--- src/rtl/seg7_pkg.sv ---
// seg7_pkg: shared types and constants for the 7-segment scan controller.
// Holds the scan state enum, the all-off drive constants and the hex-to-segment
// table. Segment patterns are active-low and packed as {g,f,e,d,c,b,a}.
package seg7_pkg;

  typedef enum logic [1:0] {
    IDLE  = 2'd0,
    BLANK = 2'd1,
    SHOW  = 2'd2
  } scan_state_t;

  localparam logic [6:0] SEG_OFF = 7'h7F;
  localparam logic [3:0] AN_OFF  = 4'hF;

  // Active-low segment patterns for hex digits 0..F
  localparam logic [6:0] HEX_SEG [0:15] = '{
    7'h40, 7'h79, 7'h24, 7'h30,
    7'h19, 7'h12, 7'h02, 7'h78,
    7'h00, 7'h10, 7'h08, 7'h03,
    7'h46, 7'h21, 7'h06, 7'h0E
  };

  // Anode pattern with only the selected digit pulled low
  function automatic logic [3:0] an_select(input logic [1:0] d);
    logic [3:0] pattern;
    pattern    = AN_OFF;
    pattern[d] = 1'b0;
    return pattern;
  endfunction

endpackage

--- src/rtl/seg7_decode.sv ---
// seg7_decode: combinational hex to active-low 7-segment decoder.
// Looks the pattern up in the shared table so there is one source of truth.
module seg7_decode
  import seg7_pkg::*;
(
  input  logic [3:0] hex,
  output logic [6:0] seg
);

  // Straight table lookup, full 0..F coverage
  always_comb begin
    seg = HEX_SEG[hex];
  end

endmodule

--- src/rtl/seg7_scan_ctrl.sv ---
// seg7_scan_ctrl: time-multiplexed scan controller for a four-digit 7-segment
// display. Walks the digit select 3,2,1,0 with an all-dark gap between digits,
// latching the decoded digit value only when the anode turns on, so a lit
// anode never shows a stale pattern.
// Optional feature: define SEG7_LEADING_ZERO_BLANK_EN to suppress leading
// zeros on digits 3..1 (digit 0 always displays).
module seg7_scan_ctrl
  import seg7_pkg::*;
#(
  parameter int ON_CYCLES    = 50000,
  parameter int BLANK_CYCLES = 500
) (
  input  logic       clk,
  input  logic       reset_n,
  input  logic       en,
  input  logic [3:0] idnum,
  output logic [1:0] digit,
  output logic [6:0] seg,
  output logic [3:0] an
);

  localparam int CNT_MAX = (ON_CYCLES > BLANK_CYCLES) ? ON_CYCLES : BLANK_CYCLES;
  localparam int CNT_W   = $clog2(CNT_MAX + 1);

  localparam logic [CNT_W-1:0] ON_RELOAD    = CNT_W'(ON_CYCLES - 1);
  localparam logic [CNT_W-1:0] BLANK_RELOAD = CNT_W'(BLANK_CYCLES - 1);

  scan_state_t      state;
  logic [CNT_W-1:0] cnt;
  logic             en_q;
  logic [6:0]       dec_seg;
  logic             blank_zero;

  seg7_decode u_decode (
    .hex (idnum),
    .seg (dec_seg)
  );

`ifdef SEG7_LEADING_ZERO_BLANK_EN
  logic lead_zero;

  // A zero on digits 3..1 stays dark while no nonzero digit has been seen this frame
  always_comb begin
    blank_zero = lead_zero && (idnum == 4'd0) && (digit != 2'd0);
  end
`else
  // Every digit displays when leading-zero suppression is not built in
  always_comb begin
    blank_zero = 1'b0;
  end
`endif

  // Scan FSM: one down-counter reloaded on each state entry, registered outputs
  always_ff @(posedge clk) begin
    if (!reset_n) begin
      state <= IDLE;
      cnt   <= '0;
      en_q  <= 1'b0;
      digit <= 2'b11;
      seg   <= SEG_OFF;
      an    <= AN_OFF;
`ifdef SEG7_LEADING_ZERO_BLANK_EN
      lead_zero <= 1'b0;
`endif
    end else begin
      en_q <= en;
      if (!en_q) begin
        state <= IDLE;
        cnt   <= '0;
        seg   <= SEG_OFF;
        an    <= AN_OFF;
      end else begin
        case (state)
          IDLE: begin
            state <= BLANK;
            cnt   <= BLANK_RELOAD;
            digit <= 2'b11;
            an    <= AN_OFF;
`ifdef SEG7_LEADING_ZERO_BLANK_EN
            lead_zero <= 1'b1;
`endif
          end
          BLANK: begin
            if (cnt == '0) begin
              state <= SHOW;
              cnt   <= ON_RELOAD;
              if (blank_zero) begin
                seg <= SEG_OFF;
                an  <= AN_OFF;
              end else begin
                seg <= dec_seg;
                an  <= an_select(digit);
`ifdef SEG7_LEADING_ZERO_BLANK_EN
                if (idnum != 4'd0) begin
                  lead_zero <= 1'b0;
                end
`endif
              end
            end else begin
              cnt <= cnt - CNT_W'(1);
            end
          end
          SHOW: begin
            if (cnt == '0) begin
              state <= BLANK;
              cnt   <= BLANK_RELOAD;
              digit <= digit - 2'd1;
              an    <= AN_OFF;
`ifdef SEG7_LEADING_ZERO_BLANK_EN
              if (digit == 2'd0) begin
                lead_zero <= 1'b1;
              end
`endif
            end else begin
              cnt <= cnt - CNT_W'(1);
            end
          end
          default: begin
            state <= IDLE;
            cnt   <= '0;
            seg   <= SEG_OFF;
            an    <= AN_OFF;
          end
        endcase
      end
    end
  end

endmodule

--- config.mk ---
export PLATFORM = sky130hd
export DESIGN_NAME = seg7_scan_ctrl
export DESIGN_NICKNAME = d
export VERILOG_FILES = /design/src/rtl/seg7_pkg.sv /design/src/rtl/seg7_decode.sv /design/src/rtl/seg7_scan_ctrl.sv
export SDC_FILE = /design/constraint.sdc
export NUM_CORES = 1
export LEC_CHECK = 0
export ABC_CLOCK_PERIOD_IN_PS = 2400
export CAP_MARGIN = 10
export CELL_PAD_IN_SITES_DETAIL_PLACEMENT = 1
export CELL_PAD_IN_SITES_GLOBAL_PLACEMENT = 2
export CORE_MARGIN = 1.5
export CORE_UTILIZATION = 34
export DETAILED_ROUTE_END_ITERATION = 8
export HOLD_SLACK_MARGIN = 0.1
export PLACE_DENSITY = 0.88
export SYNTH_ARGS = -nofsm -noshare
export SYNTH_HDL_FRONTEND = slang
export SYNTH_SLANG_ARGS = --single-unit
export TNS_END_PERCENT = 30
--- constraint.sdc ---
create_clock -name clk -period 2.4 [get_ports clk]
set_input_delay 0.24 -clock clk [delete_from_list [all_inputs] [get_ports clk]]
set_output_delay 0.24 -clock clk [all_outputs]
set_load 0.01 [all_outputs]
After elaboration in Yosys (flattened, before gate mapping)
Memories as Yosys holds them, arrays and structs flattened.
Cells that the tools add are included.
{"block": "totals", "ff_bits": 32, "latchBits": 0, "ram_bits": 0, "mem_bits_ro": 112, "output_inout_bits": 13, "elab_cells": 45, "n_memories": 1}
{"block": "op_classes", "n_addsub": 2, "multipliers": 0, "div": 0, "order_cmp": 3, "n_eq_ne": 4, "shift": 0, "mux": 17, "bitwise": 3, "reduce_logical": 9}
{"memory": "(no name shown)", "depth": 16, "word_bits": 7, "rd": 1, "rd_ports_with_merged_regs": 0, "wr": 0, "line": "seg7_decode.sv:12", "rtl": "seg = HEX_SEG[hex];"}
{"operator": "one-hot mux 16 bit (3 select lines)", "n": 1}
{"operator": "two-way mux 16 bit", "n": 2}
{"operator": "two-way mux 7 bit", "n": 3}
{"operator": "zero test 16 bit", "n": 1}
{"operator": "subtractor 16 x 1 -> 16 bit, second input constant", "n": 1}
{"operator": "one-hot mux 7 bit (2 select lines)", "n": 1}
{"operator": "two-way mux 4 bit", "n": 2}
{"operator": "one-hot mux 4 bit (2 select lines)", "n": 1}
{"operator": "two-way mux 2 bit", "n": 3}
{"operator": "one-hot mux 2 bit (3 select lines)", "n": 1}
{"operator": "AND reduction 2 bit", "n": 3}
{"operator": ">= comparator 5 bit, second input constant", "n": 1}
{"operator": "NOT 4 -> 5 bit", "n": 1}
{"operator": "inequality test 2 bit, second input constant", "n": 2}
{"operator": "NOT 4 bit", "n": 1}
{"operator": "one-hot mux 2 bit (2 select lines)", "n": 1}
{"operator": "< comparator 2 x 3 -> 1 bit, second input constant", "n": 1}
{"operator": "AND reduction 3 bit", "n": 1}
{"operator": "demux 1 bit (select 2 bit)", "n": 1}
{"operator": "== test 2 x 1 -> 1 bit, second input constant", "n": 1}
{"operator": "== test 2 bit, second input constant", "n": 1}
{"operator": ">= comparator 2 x 1 -> 1 bit, second input constant", "n": 1}
{"operator": "zero test 2 bit", "n": 1}
{"operator": "nonzero test 2 bit", "n": 1}
{"operator": "other kinds (5)", "n": 5}

Logic depth before layout (Yosys ltp)
{"block": "depth", "depth_word": 7, "depth_mapped": 9, "mapped_depth_nobuf": 7}

Cells and area by module
A second synthesis with hierarchy kept.
{"block": "unflattened", "hier_cells": 237, "area_unflattened_um2": 1999.4}
{"mod": "seg7_scan_ctrl", "n_inst": 1, "cells_per_inst": 205, "area_each_um2": 1724.2}
{"mod": "seg7_decode", "n_inst": 1, "cells_per_inst": 32, "area_each_um2": 275.3}

Worst setup path after synthesis
Ideal clock, no wire load.
{"block": "synth_path", "kind": "reg-to-reg", "start": "reg cnt[0]", "end": "reg seg[5]", "setup_time_ns": 0.130, "arrival_time_ns": 1.687, "path_slack_ns": 0.583, "stages_incl_launch_ff": 9, "path_cell_list": "dfxtp_1 > inv_1 > ha_1 > nor4b_1 > and4_1 > buf_6 > nand2_8 > a2111oi_4 > o21ai_1"}
{"block": "synth_between", "elab_chain_len": 3}
{"element": "start: declaration", "line": "seg7_scan_ctrl.sv:29", "rtl": "logic [CNT_W-1:0] cnt;"}
{"element": "start signal: assignment", "line": "seg7_scan_ctrl.sv:100", "rtl": "cnt <= cnt - CNT_W'(1);"}
{"element": "start signal: assignment", "line": "seg7_scan_ctrl.sv:115", "rtl": "cnt <= cnt - CNT_W'(1);"}
{"element": "zero test 16 bit", "line": "seg7_scan_ctrl.sv:84", "rtl": "if (cnt == '0) begin"}
{"element": "inequality test 2 bit (no source line)"}
{"element": "AND reduction 2 bit (no source line)"}
{"element": "end signal: assignment", "line": "seg7_scan_ctrl.sv:91", "rtl": "seg <= dec_seg;"}
{"element": "end: declaration", "line": "seg7_scan_ctrl.sv:18", "rtl": "output logic [6:0] seg,"}
No other way between the ends.
A chain may end at the register's enable or synchronous reset.

Worst setup path in the final report
{"block": "layout_path", "start": "reg cnt[0]", "end": "reg seg[1]"}
The elaborated chain is that of the path after synthesis.

==> impl_metrics.toml <==
[route]
vias_per_cell = 5.19
totalWireLength_um = 4880
drc = 0
first_pass_iters = 4
routedWlPerCell_um = 15.4
drtIter0Drc = 45
ant_nets = 0
num_vias = 1650

[floorplan]
start_util_pct = 35.3
core_area_um2 = 5510
die-area_um2 = 6180
die_h_um = 78.6
rows = 27
die_x_um = 78.6
ios = 20

[sta]
drv_slew = 0
maxSlewHeadroom_pct = 60.2
fin_crit_ns = 2.07
finalSetupViolCount = 0
fin_setup_tns_ns = 0
fin_crit_sh_pct = 86.3
tightestPinTransition_ns = 0.589
hold_viol = 0
fmax_mhz = 483
fin_skew_ns = 0.00490
rsz0062_at_grt = "no"

[clock_network]
numCtsBuffers = 5
cts_resized = 0
cts_buffer_depth = 2
cts_setup_buffers = 0
cts_tree = "built"
cts.sinks = 32
clock_latency_ns = 0.29
htreeDepth = 2
root_buffer = "clkbuf_8"
cts.hold.buffers_added = 0
clk_pin_slew_worst_paths_ns = 0.07

[power_and_ir_drop]
p_leak_uw = 0.000872
vdd_drop_max_v = 0.000244
p_seq_share_pct = 44.6
p_switching_uw = 368
sw_frac_of_total_pct = 29.3
clockPowerShare_pct = 34.5
power.internal_uw = 887
p_per_area_nw_per_um2 = 545
comb_power_share_pct = 20.9

[grt]
antenna_found_initial = 0
grt_pass1_wl_um = 8380
grt-ovfl-total = 0
grt_max_degree = 18
grt_pass1_vias = 1726
grt_use_total_pct = 17.5

[synth]
synth_ff_type = "dfxtp_1"
synth_top_family_by_area = "simple AND/OR/NAND/NOR gates"
synthCells = 223
synth_xor_area_share_pct = 5.41
synth-compound-area-share_pct = 19.1
ys_seq_area_share_pct = 33.0
synthSimpleGateAreaFrac_pct = 25.4
syn_nets = 242
syn_area_um2 = 1940
syn_avg_cell_area_um2 = 8.71
synth_mux_area_share_pct = 3.86
yosys_register_bits = 32
ys_types = 50
yosys_warnings = 0
synth_edf_count = 0
synth_adder_area_share_pct = 8.24
ys_async_sr_fraction_pct = 0

[cells_and_area]
n_fill_cell = 671
drive_gt1_share_pct = 9.76
final_util_pct = 41.9
final_common_cell = "dfxtp_1"
antennaDiodeCount = 0
nNetsFinal = 264
mostFrequentLayoutCells = "dfxtp_1, nor2_1, clkdlybuf4s50_1, o21ai_0"
syn_to_final_growth_pct = 18.6
multi_input_area_um2 = 1200
seq_area_um2 = 641

[placement]
post-dp-hpwl_um = 3610
io_buffer_count = 19
gp_congestion = 0.736

[hold_path]
hold_class = "flop to flop"

[status]
status = "completed"

[critical_path]
crit_path_max_fanout = 17
cp-start-kind = "flop"
crit_path_end_kind = "flop"
worstPathArrival_ns = 2.28
critPathKind = "flop to flop"
worst_ep_required_time_ns = 2.61
r2r_slack_ns = 0.33

[run]
maxCapViolCount = 0
[cell usage after synthesis (all sizes together), types with 3 or more instances]
library cell / instances / area share, %
inv: 8 / 1.5
nor3: 11 / 3.1
xnor2: 7 / 3.2
clkbuf: 6 / 1.2
a2111oi: 3 / 3.0
a211oi: 4 / 1.5
mux2i: 3 / 1.5
nor2b: 3 / 0.97
ha: 12 / 7.7
dfxtp: 32 / 33
nand2: 13 / 3.3
nor2: 27 / 5.2
o21ai: 19 / 4.9
o32a: 4 / 2.1
buf: 6 / 2.4
nand3: 3 / 0.77
and2: 3 / 0.97
or3: 6 / 1.9
nor4: 5 / 2.7
xor2: 5 / 2.3
a21oi: 12 / 3.1
[worst max-delay path: stages (launching register included)]
cell,delay [ns]
dfxtp_1,0.33
inv_1,0.10
ha_1,0.17
nor4b_1,0.38
and4_1,0.38
buf_4,0.26
or3_1,0.12
o21ai_0,0.07
o21ai_0,0.17
[final timing paths]
check                             from  cells after the start      to
worst max-delay path            cnt[0]                      8  seg[1]
worst min-delay path            seg[2]                      2  seg[2]
worst max register to register  cnt[0]                      8  seg[1]
worst min register to register  seg[2]                      2  seg[2]
[metal layers]
layer	vias to the layer above	track usage (%)	part of all wire [%]
met5	-	0	0
li1	846	-	-
met3	8	3.49	2.4
met2	26	29.3	46
met1	770	21.6	50
met4	0	7.50	1.9
[power groups by stage]
stage	registers [µW]	clock network [µW]	logic, µW
2_1_floorplan	568	0	204
3_3_place_gp	572	0	259
3_5_place_dp	573	0	263
4_1_cts	560	449	266
5_1_grt	562	475	295
6_report	560	433	262
[stage by stage]
stage	cells	hold WS [ns]	worst slack [ns]	area [µm²]	total power (µW)
detailed placement	310	0.520	0.257	2210	835
finish	318	0.521	0.328	2300	1260
global placement	310	0.511	0.295	2210	830
CTS	318	0.525	0.318	2300	1280
floorplan	223	0.355	0.583	1940	771
global route	318	0.545	0.0974	2300	1330
[registers in the layout (all words and copies together), names as in the netlist]
signal / flops
en_q: 1
seg: 7
an: 4
digit: 2
cnt: 16
state: 2
[logic make-up after synthesis]
group	count (synthesis)
AOI/OAI and AO/OA	53
and+or+nand+nor	87
xor gates and xnor gates	12
buffers and inverters	20
adders and majority gates	13
DFF	32
muxes	6
[final cells by class]
class,instances,area share (%)
Clock buffer,8,3.91
Inverter,8,1.30
Multi-Input combinational cell,171,52.2
Sequential cell,32,27.8
Tap cell,72,3.91
Timing Repair Buffer,27,10.9
Note: power is estimated with default switching activity, not from simulation.
